--- src/rtl/vga_pkg.sv ---
// Shared VGA timing constants (640x480@60 defaults) and counter types, also
// meant for downstream pixel generators that must agree on the raster.
package vga_pkg;

  localparam int unsigned VGA_CLK_DIV   = 4;
  localparam int unsigned VGA_H_VISIBLE = 640;
  localparam int unsigned VGA_H_FP      = 16;
  localparam int unsigned VGA_H_SYNC    = 96;
  localparam int unsigned VGA_H_BP      = 48;
  localparam int unsigned VGA_V_VISIBLE = 480;
  localparam int unsigned VGA_V_FP      = 10;
  localparam int unsigned VGA_V_SYNC    = 2;
  localparam int unsigned VGA_V_BP      = 33;

  localparam int unsigned VGA_H_TOTAL = VGA_H_VISIBLE + VGA_H_FP + VGA_H_SYNC + VGA_H_BP;
  localparam int unsigned VGA_V_TOTAL = VGA_V_VISIBLE + VGA_V_FP + VGA_V_SYNC + VGA_V_BP;

  localparam int CNT_W = 10;
  typedef logic [CNT_W-1:0] cnt_t;

  // True when lo <= v < hi, evaluated in 32-bit unsigned so hi may reach 1024.
  function automatic logic in_span(input cnt_t v, input int unsigned lo, input int unsigned hi);
    int unsigned vi;
    vi = 32'(v);
    return (vi >= lo) && (vi < hi);
  endfunction

endpackage

--- src/rtl/vga_timing_gen_if.sv ---
// Raster timing bundle driven by vga_timing_gen.
// pix_en is the only strobe: a pixel is presented on every clk where pix_en=1;
// there is no ready/backpressure, consumers must accept every strobe.
interface vga_timing_gen_if;
  import vga_pkg::*;

  logic HS;
  logic VS;
  cnt_t x;
  cnt_t y;
  logic blank;
  logic pix_en;
  logic line_end;
  logic frame_end;

  modport master (output HS, VS, x, y, blank, pix_en, line_end, frame_end);
  modport slave  (input  HS, VS, x, y, blank, pix_en, line_end, frame_end);
endinterface

--- src/rtl/vga_timing_gen_pix_clk_en.sv ---
// Pixel-rate enable: divides clk by CLK_DIV into a one-clk strobe.
module pix_clk_en #(
  parameter int unsigned CLK_DIV = 4
) (
  input  logic clk,
  input  logic reset,
  output logic en
);
  localparam int unsigned CW = (CLK_DIV > 1) ? $clog2(CLK_DIV) : 1;
  localparam logic [CW-1:0] LAST = CW'(CLK_DIV - 1);

  if (CLK_DIV < 1) begin : g_bad_div
    $error("pix_clk_en: CLK_DIV must be at least 1");
  end

  logic [CW-1:0] cnt_q;
  logic [CW-1:0] cnt_d;

  always_comb begin
    cnt_d = (cnt_q == LAST) ? '0 : cnt_q + CW'(1);
  end

  always_ff @(posedge clk) begin
    if (reset) cnt_q <= '0;
    else       cnt_q <= cnt_d;
  end

  // Gated by reset so CLK_DIV=1 still reports no strobe while held in reset.
  assign en = (cnt_q == LAST) && !reset;
endmodule

--- src/rtl/vga_timing_gen.sv ---
// VGA raster timing: pixel/line counters with zero-latency sync/blank decode.
module vga_timing_gen
  import vga_pkg::*;
#(
  parameter int unsigned CLK_DIV   = VGA_CLK_DIV,
  parameter int unsigned H_VISIBLE = VGA_H_VISIBLE,
  parameter int unsigned H_FP      = VGA_H_FP,
  parameter int unsigned H_SYNC    = VGA_H_SYNC,
  parameter int unsigned H_BP      = VGA_H_BP,
  parameter int unsigned V_VISIBLE = VGA_V_VISIBLE,
  parameter int unsigned V_FP      = VGA_V_FP,
  parameter int unsigned V_SYNC    = VGA_V_SYNC,
  parameter int unsigned V_BP      = VGA_V_BP
) (
  input  logic              clk,
  input  logic              reset,
  vga_timing_gen_if.master  vga
);
  localparam int unsigned H_TOTAL = H_VISIBLE + H_FP + H_SYNC + H_BP;
  localparam int unsigned V_TOTAL = V_VISIBLE + V_FP + V_SYNC + V_BP;

  if (H_TOTAL > 1024 || V_TOTAL > 1024 || H_TOTAL == 0 || V_TOTAL == 0) begin : g_bad_totals
    $error("vga_timing_gen: line/frame totals must be 1..1024 for 10-bit counters");
  end

  localparam cnt_t X_LAST = cnt_t'(H_TOTAL - 1);
  localparam cnt_t Y_LAST = cnt_t'(V_TOTAL - 1);

  logic pix_en;
  cnt_t x_q, x_d;
  cnt_t y_q, y_d;

  pix_clk_en #(.CLK_DIV(CLK_DIV)) u_pix_clk_en (
    .clk   (clk),
    .reset (reset),
    .en    (pix_en)
  );

  always_comb begin
    x_d = x_q;
    y_d = y_q;
    if (pix_en) begin
      if (x_q == X_LAST) begin
        x_d = '0;
        y_d = (y_q == Y_LAST) ? '0 : y_q + cnt_t'(1);
      end else begin
        x_d = x_q + cnt_t'(1);
      end
    end
  end

  always_ff @(posedge clk) begin
    if (reset) begin
      x_q <= '0;
      y_q <= '0;
    end else begin
      x_q <= x_d;
      y_q <= y_d;
    end
  end

  // Decoded straight from the counter registers so they move on the same edge as x/y.
  assign vga.x         = x_q;
  assign vga.y         = y_q;
  assign vga.pix_en    = pix_en;
  assign vga.HS        = !in_span(x_q, H_VISIBLE + H_FP, H_VISIBLE + H_FP + H_SYNC);
  assign vga.VS        = !in_span(y_q, V_VISIBLE + V_FP, V_VISIBLE + V_FP + V_SYNC);
  assign vga.blank     = (32'(x_q) >= H_VISIBLE) || (32'(y_q) >= V_VISIBLE);
  assign vga.line_end  = pix_en && (x_q == X_LAST);
  assign vga.frame_end = vga.line_end && (y_q == Y_LAST);
endmodule

--- src/flat_wrapper.sv ---
// flat-port wrapper written by rule: the top's interface ports become plain ports
module vga_timing_gen_flat import vga_pkg::*;
#(
  parameter int unsigned CLK_DIV   = VGA_CLK_DIV,
  parameter int unsigned H_VISIBLE = VGA_H_VISIBLE,
  parameter int unsigned H_FP      = VGA_H_FP,
  parameter int unsigned H_SYNC    = VGA_H_SYNC,
  parameter int unsigned H_BP      = VGA_H_BP,
  parameter int unsigned V_VISIBLE = VGA_V_VISIBLE,
  parameter int unsigned V_FP      = VGA_V_FP,
  parameter int unsigned V_SYNC    = VGA_V_SYNC,
  parameter int unsigned V_BP      = VGA_V_BP
)
  (clk, reset, vga_HS, vga_VS, vga_x, vga_y, vga_blank, vga_pix_en, vga_line_end, vga_frame_end);
  vga_timing_gen_if vga_i ();
  input  logic clk;
  input  logic reset;
  output wire logic [$bits(vga_i.HS)-1:0] vga_HS;
  output wire logic [$bits(vga_i.VS)-1:0] vga_VS;
  output wire logic [$bits(vga_i.x)-1:0] vga_x;
  output wire logic [$bits(vga_i.y)-1:0] vga_y;
  output wire logic [$bits(vga_i.blank)-1:0] vga_blank;
  output wire logic [$bits(vga_i.pix_en)-1:0] vga_pix_en;
  output wire logic [$bits(vga_i.line_end)-1:0] vga_line_end;
  output wire logic [$bits(vga_i.frame_end)-1:0] vga_frame_end;
  assign vga_HS = vga_i.HS;
  assign vga_VS = vga_i.VS;
  assign vga_x = vga_i.x;
  assign vga_y = vga_i.y;
  assign vga_blank = vga_i.blank;
  assign vga_pix_en = vga_i.pix_en;
  assign vga_line_end = vga_i.line_end;
  assign vga_frame_end = vga_i.frame_end;
  vga_timing_gen #(.CLK_DIV(CLK_DIV), .H_VISIBLE(H_VISIBLE), .H_FP(H_FP), .H_SYNC(H_SYNC), .H_BP(H_BP), .V_VISIBLE(V_VISIBLE), .V_FP(V_FP), .V_SYNC(V_SYNC), .V_BP(V_BP)) u_core (.clk(clk), .reset(reset), .vga(vga_i));
endmodule
--- config.mk ---
export PLATFORM = sky130hd
export DESIGN_NAME = vga_timing_gen_flat
export DESIGN_NICKNAME = d
export VERILOG_FILES = /design/src/rtl/vga_pkg.sv /design/src/rtl/vga_timing_gen_if.sv /design/src/rtl/vga_timing_gen_pix_clk_en.sv /design/src/rtl/vga_timing_gen.sv /design/src/flat_wrapper.sv
export SDC_FILE = /design/constraint.sdc
export NUM_CORES = 1
export LEC_CHECK = 0
export ABC_AREA = 1
export CAP_MARGIN = 40
export CORE_MARGIN = 2
export CORE_UTILIZATION = 45
export CTS_CLUSTER_SIZE = 12
export DETAILED_ROUTE_END_ITERATION = 6
export PLACE_DENSITY = 0.72
export SYNTH_ARGS = -nofsm -noshare
export SYNTH_HDL_FRONTEND = slang
export SYNTH_HIERARCHICAL = 1
export SYNTH_SLANG_ARGS = --single-unit
export TNS_END_PERCENT = 50
--- constraint.sdc ---
create_clock -name clk -period 3 [get_ports clk]
set_input_delay 0.6 -clock clk [delete_from_list [all_inputs] [get_ports clk]]
set_output_delay 0.6 -clock clk [all_outputs]
set_load 0.05 [all_outputs]
==> run summary <==
R2R Path End -> u_core/vga.x[8]
most frequent cell after synthesis -> nand2_1
hold path endpoint -> u_core/u_pix_clk_en/cnt_q[0]
setup TNS -> 0 ns
Critical R2R Launch -> u_core/u_pix_clk_en/cnt_q[0]
antenna fix cells -> 0
grt ovf -> 0
worst r2r path cells -> 10
Yosys top cell area share -> 32.4%
fmax -> 0.365 GHz
initial antenna violation count -> 0
Mapped Cells -> 200
Worst Path Arrival -> 2.14 ns
Area contributors post-synth -> dfxtp_1 (32%), nand2_1 (10%), nor2_1 (9.7%)
Crit Path Max Fanout -> 6
crit end category -> output pin
synthesized area -> 0.00136 mm2
Final Wtd Congestion -> 0.884
largest net degree at the start of global routing -> 13
CTS H-tree depth -> 1
ys async rst share -> 0%
Post-synth EDFFs -> 0
status -> finished, final reports clean
dpl ws -> 0.403 ns
# hold bufs at CTS -> 0
Final Max Tran Viols -> 0
final core occ -> 62.0%
number of port buffers -> 27
first-pass GRT wire length -> 5.44 mm
worst setup path start -> u_core/vga.x[7]
vias in the first global route -> 1324
CP Data Required Time -> 2.40 ns
DR vias -> 1302
Overall Global Routing Usage -> 19.8%
Final #Nets -> 240
dominant cell type by area after synthesis -> dfxtp_1
worst setup margin -> 0.259 ns
Max-Cap Viols -> 0
CTS root buf -> clkbuf_4
Post-synth top cells -> nand2_1 (38), nor2_1 (35), inv_1 (28)
YS warnings -> 6
die area -> 0.00348 mm2
Worst Hold Margin -> 0.437 ns
register area share after synthesis -> 32.4%
die height -> 59 um
CTS Buffer Depth -> 2
I/O pins -> 28
Syn Area/Cell -> 6.81 um2
1st-pass router iterations -> 4
Routed WL -> 3.10 mm
vias per cell -> 4.97
RSZ-0062 raised after global routing -> false
Final Critical Period -> 2.74 ns
CTS buffer count -> 3
starting density of the core -> 48.5%
Most used DFF post-synth -> dfxtp_1
Max-slew headroom -> 66.2%
design area -> 0.00174 mm2
hold_sp -> u_core/u_pix_clk_en/cnt_q[0]
DR WL/cell -> 11.8 um
VDD IR-drop max -> 0.214 mV
DPL Wire Length -> 2.43 mm
CP Launch Type -> register
cts repair resizes -> 0
Chip Width -> 59 um
Post-Syn Nets -> 208
PD cells -> 286 mW/mm2
Hold WC Path Type -> reg2reg
FP Rows -> 19
Final setup viols -> 0
# DRC -> 0
final critical-path share of the clock period -> 91.4%
CTS sink cnt -> 22
leak pwr -> 0.679 nW
r2r setup slk -> 1.26 ns
CTS tree -> built
clock slew at the register clock pins of the worst setup and hold paths -> 0.13 ns
layout cells sized above 1 -> 15.2%
clock skew -> 0.00466 ns
Area Growth Syn to Fin -> 27.8%
Hold Vio Cnt, Final -> 0
Yosys cell types -> 28
1st-iter DRT viols -> 70
buffer count from post-CTS setup fixing -> 0
worst hold stages -> 1
Post-DP Area -> 0.00170 mm2
crit path kind -> reg2out
clk_lat worst skew -> 0.30 ns
Core ar. -> 0.00281 mm2
worst slew pin tran -> 0.505 ns
ANT nets after route -> 0
Yosys reg bits -> 22
## per-stage QoR
step	power [mW]	cells
4_1_cts	0.505	262
2_1_floorplan	0.328	200
3_3_place_gp	0.339	258
5_1_grt	0.518	262
3_5_place_dp	0.340	258
6_report	0.498	262
## critical path, stage by stage (launching register included)
cell and delay [ns]:
dfxtp_1 0.53, inv_1 0.13, nor2_1 0.17, nand3_1 0.11
nand3_1 0.10, clkdlybuf4s50_1 0.80
## how the worst max path moves through the flow
stage | cells past startpoint | end | slack (ns)
after floorplan | 6 | vga_frame_end | 0.15
after global placement | 7 | vga_frame_end | 0.46
after detailed placement | 7 | vga_frame_end | 0.40
after CTS | 5 | vga_HS | 0.24
after global routing | 5 | vga_HS | 0.14
final | 5 | vga_HS | 0.26
## power breakdown
part           switching [mW]  internal [mW]
sequential            0.00267          0.297
clock                  0.0913         0.0740
combinational          0.0216         0.0120
total                   0.116          0.383
## metal layers
| metal | part of all wire (%) | vias up | track usage [%] |
|---|---|---|---|
| li1 | - | 687 | - |
| met1 | 47 | 583 | 25.1 |
| met4 | 1.3 | 0 | 8.77 |
| met5 | 0 | - | 0 |
| met2 | 49 | 26 | 33.5 |
| met3 | 3.0 | 6 | 2.84 |
## kinds of logic after synthesis
logic type               after synthesis  synth area share (%)
AND/OR/NAND/NOR                      113                  40.4
buffers and inverters                 37                  10.8
flip-flops                            22                  32.4
AO/OA/AOI/OAI                         16                  7.17
XOR/XNOR                               6                  3.86
adder cells (fa/ha/maj)                6                  5.51
## area by class of cell
class	instances	area [um2]
fillers	261	1070
multi-input cells	141	774
flip-flops and latches	22	440
repair buffers	29	315
inverters	35	134
well taps	31	38.8
clock buffers	4	36.3
## cell usage in the layout (no fill, tap or decap), types with 3 or more instances in the layout
cell             count
xor2_1               5
dfxtp_1             22
nand2_2              4
nand4_1              4
a21oi_1              7
inv_1               28
o21ai_1              3
nand3_1             12
clkbuf_4             3
clkdlybuf4s50_1     24
inv_2                6
nor2_2               8
buf_12               3
ha_1                 6
nand2_1             38
nor2_1              35
nor3_1               4
## flip-flops by register name, indices dropped and copies added, names as in the netlist
name and flops:
u_core/u_pix_clk_en/cnt_q 2, u_core/vga.y 10, u_core/vga.x 10
No activity file was read; power rests on OpenSTA's default activity.
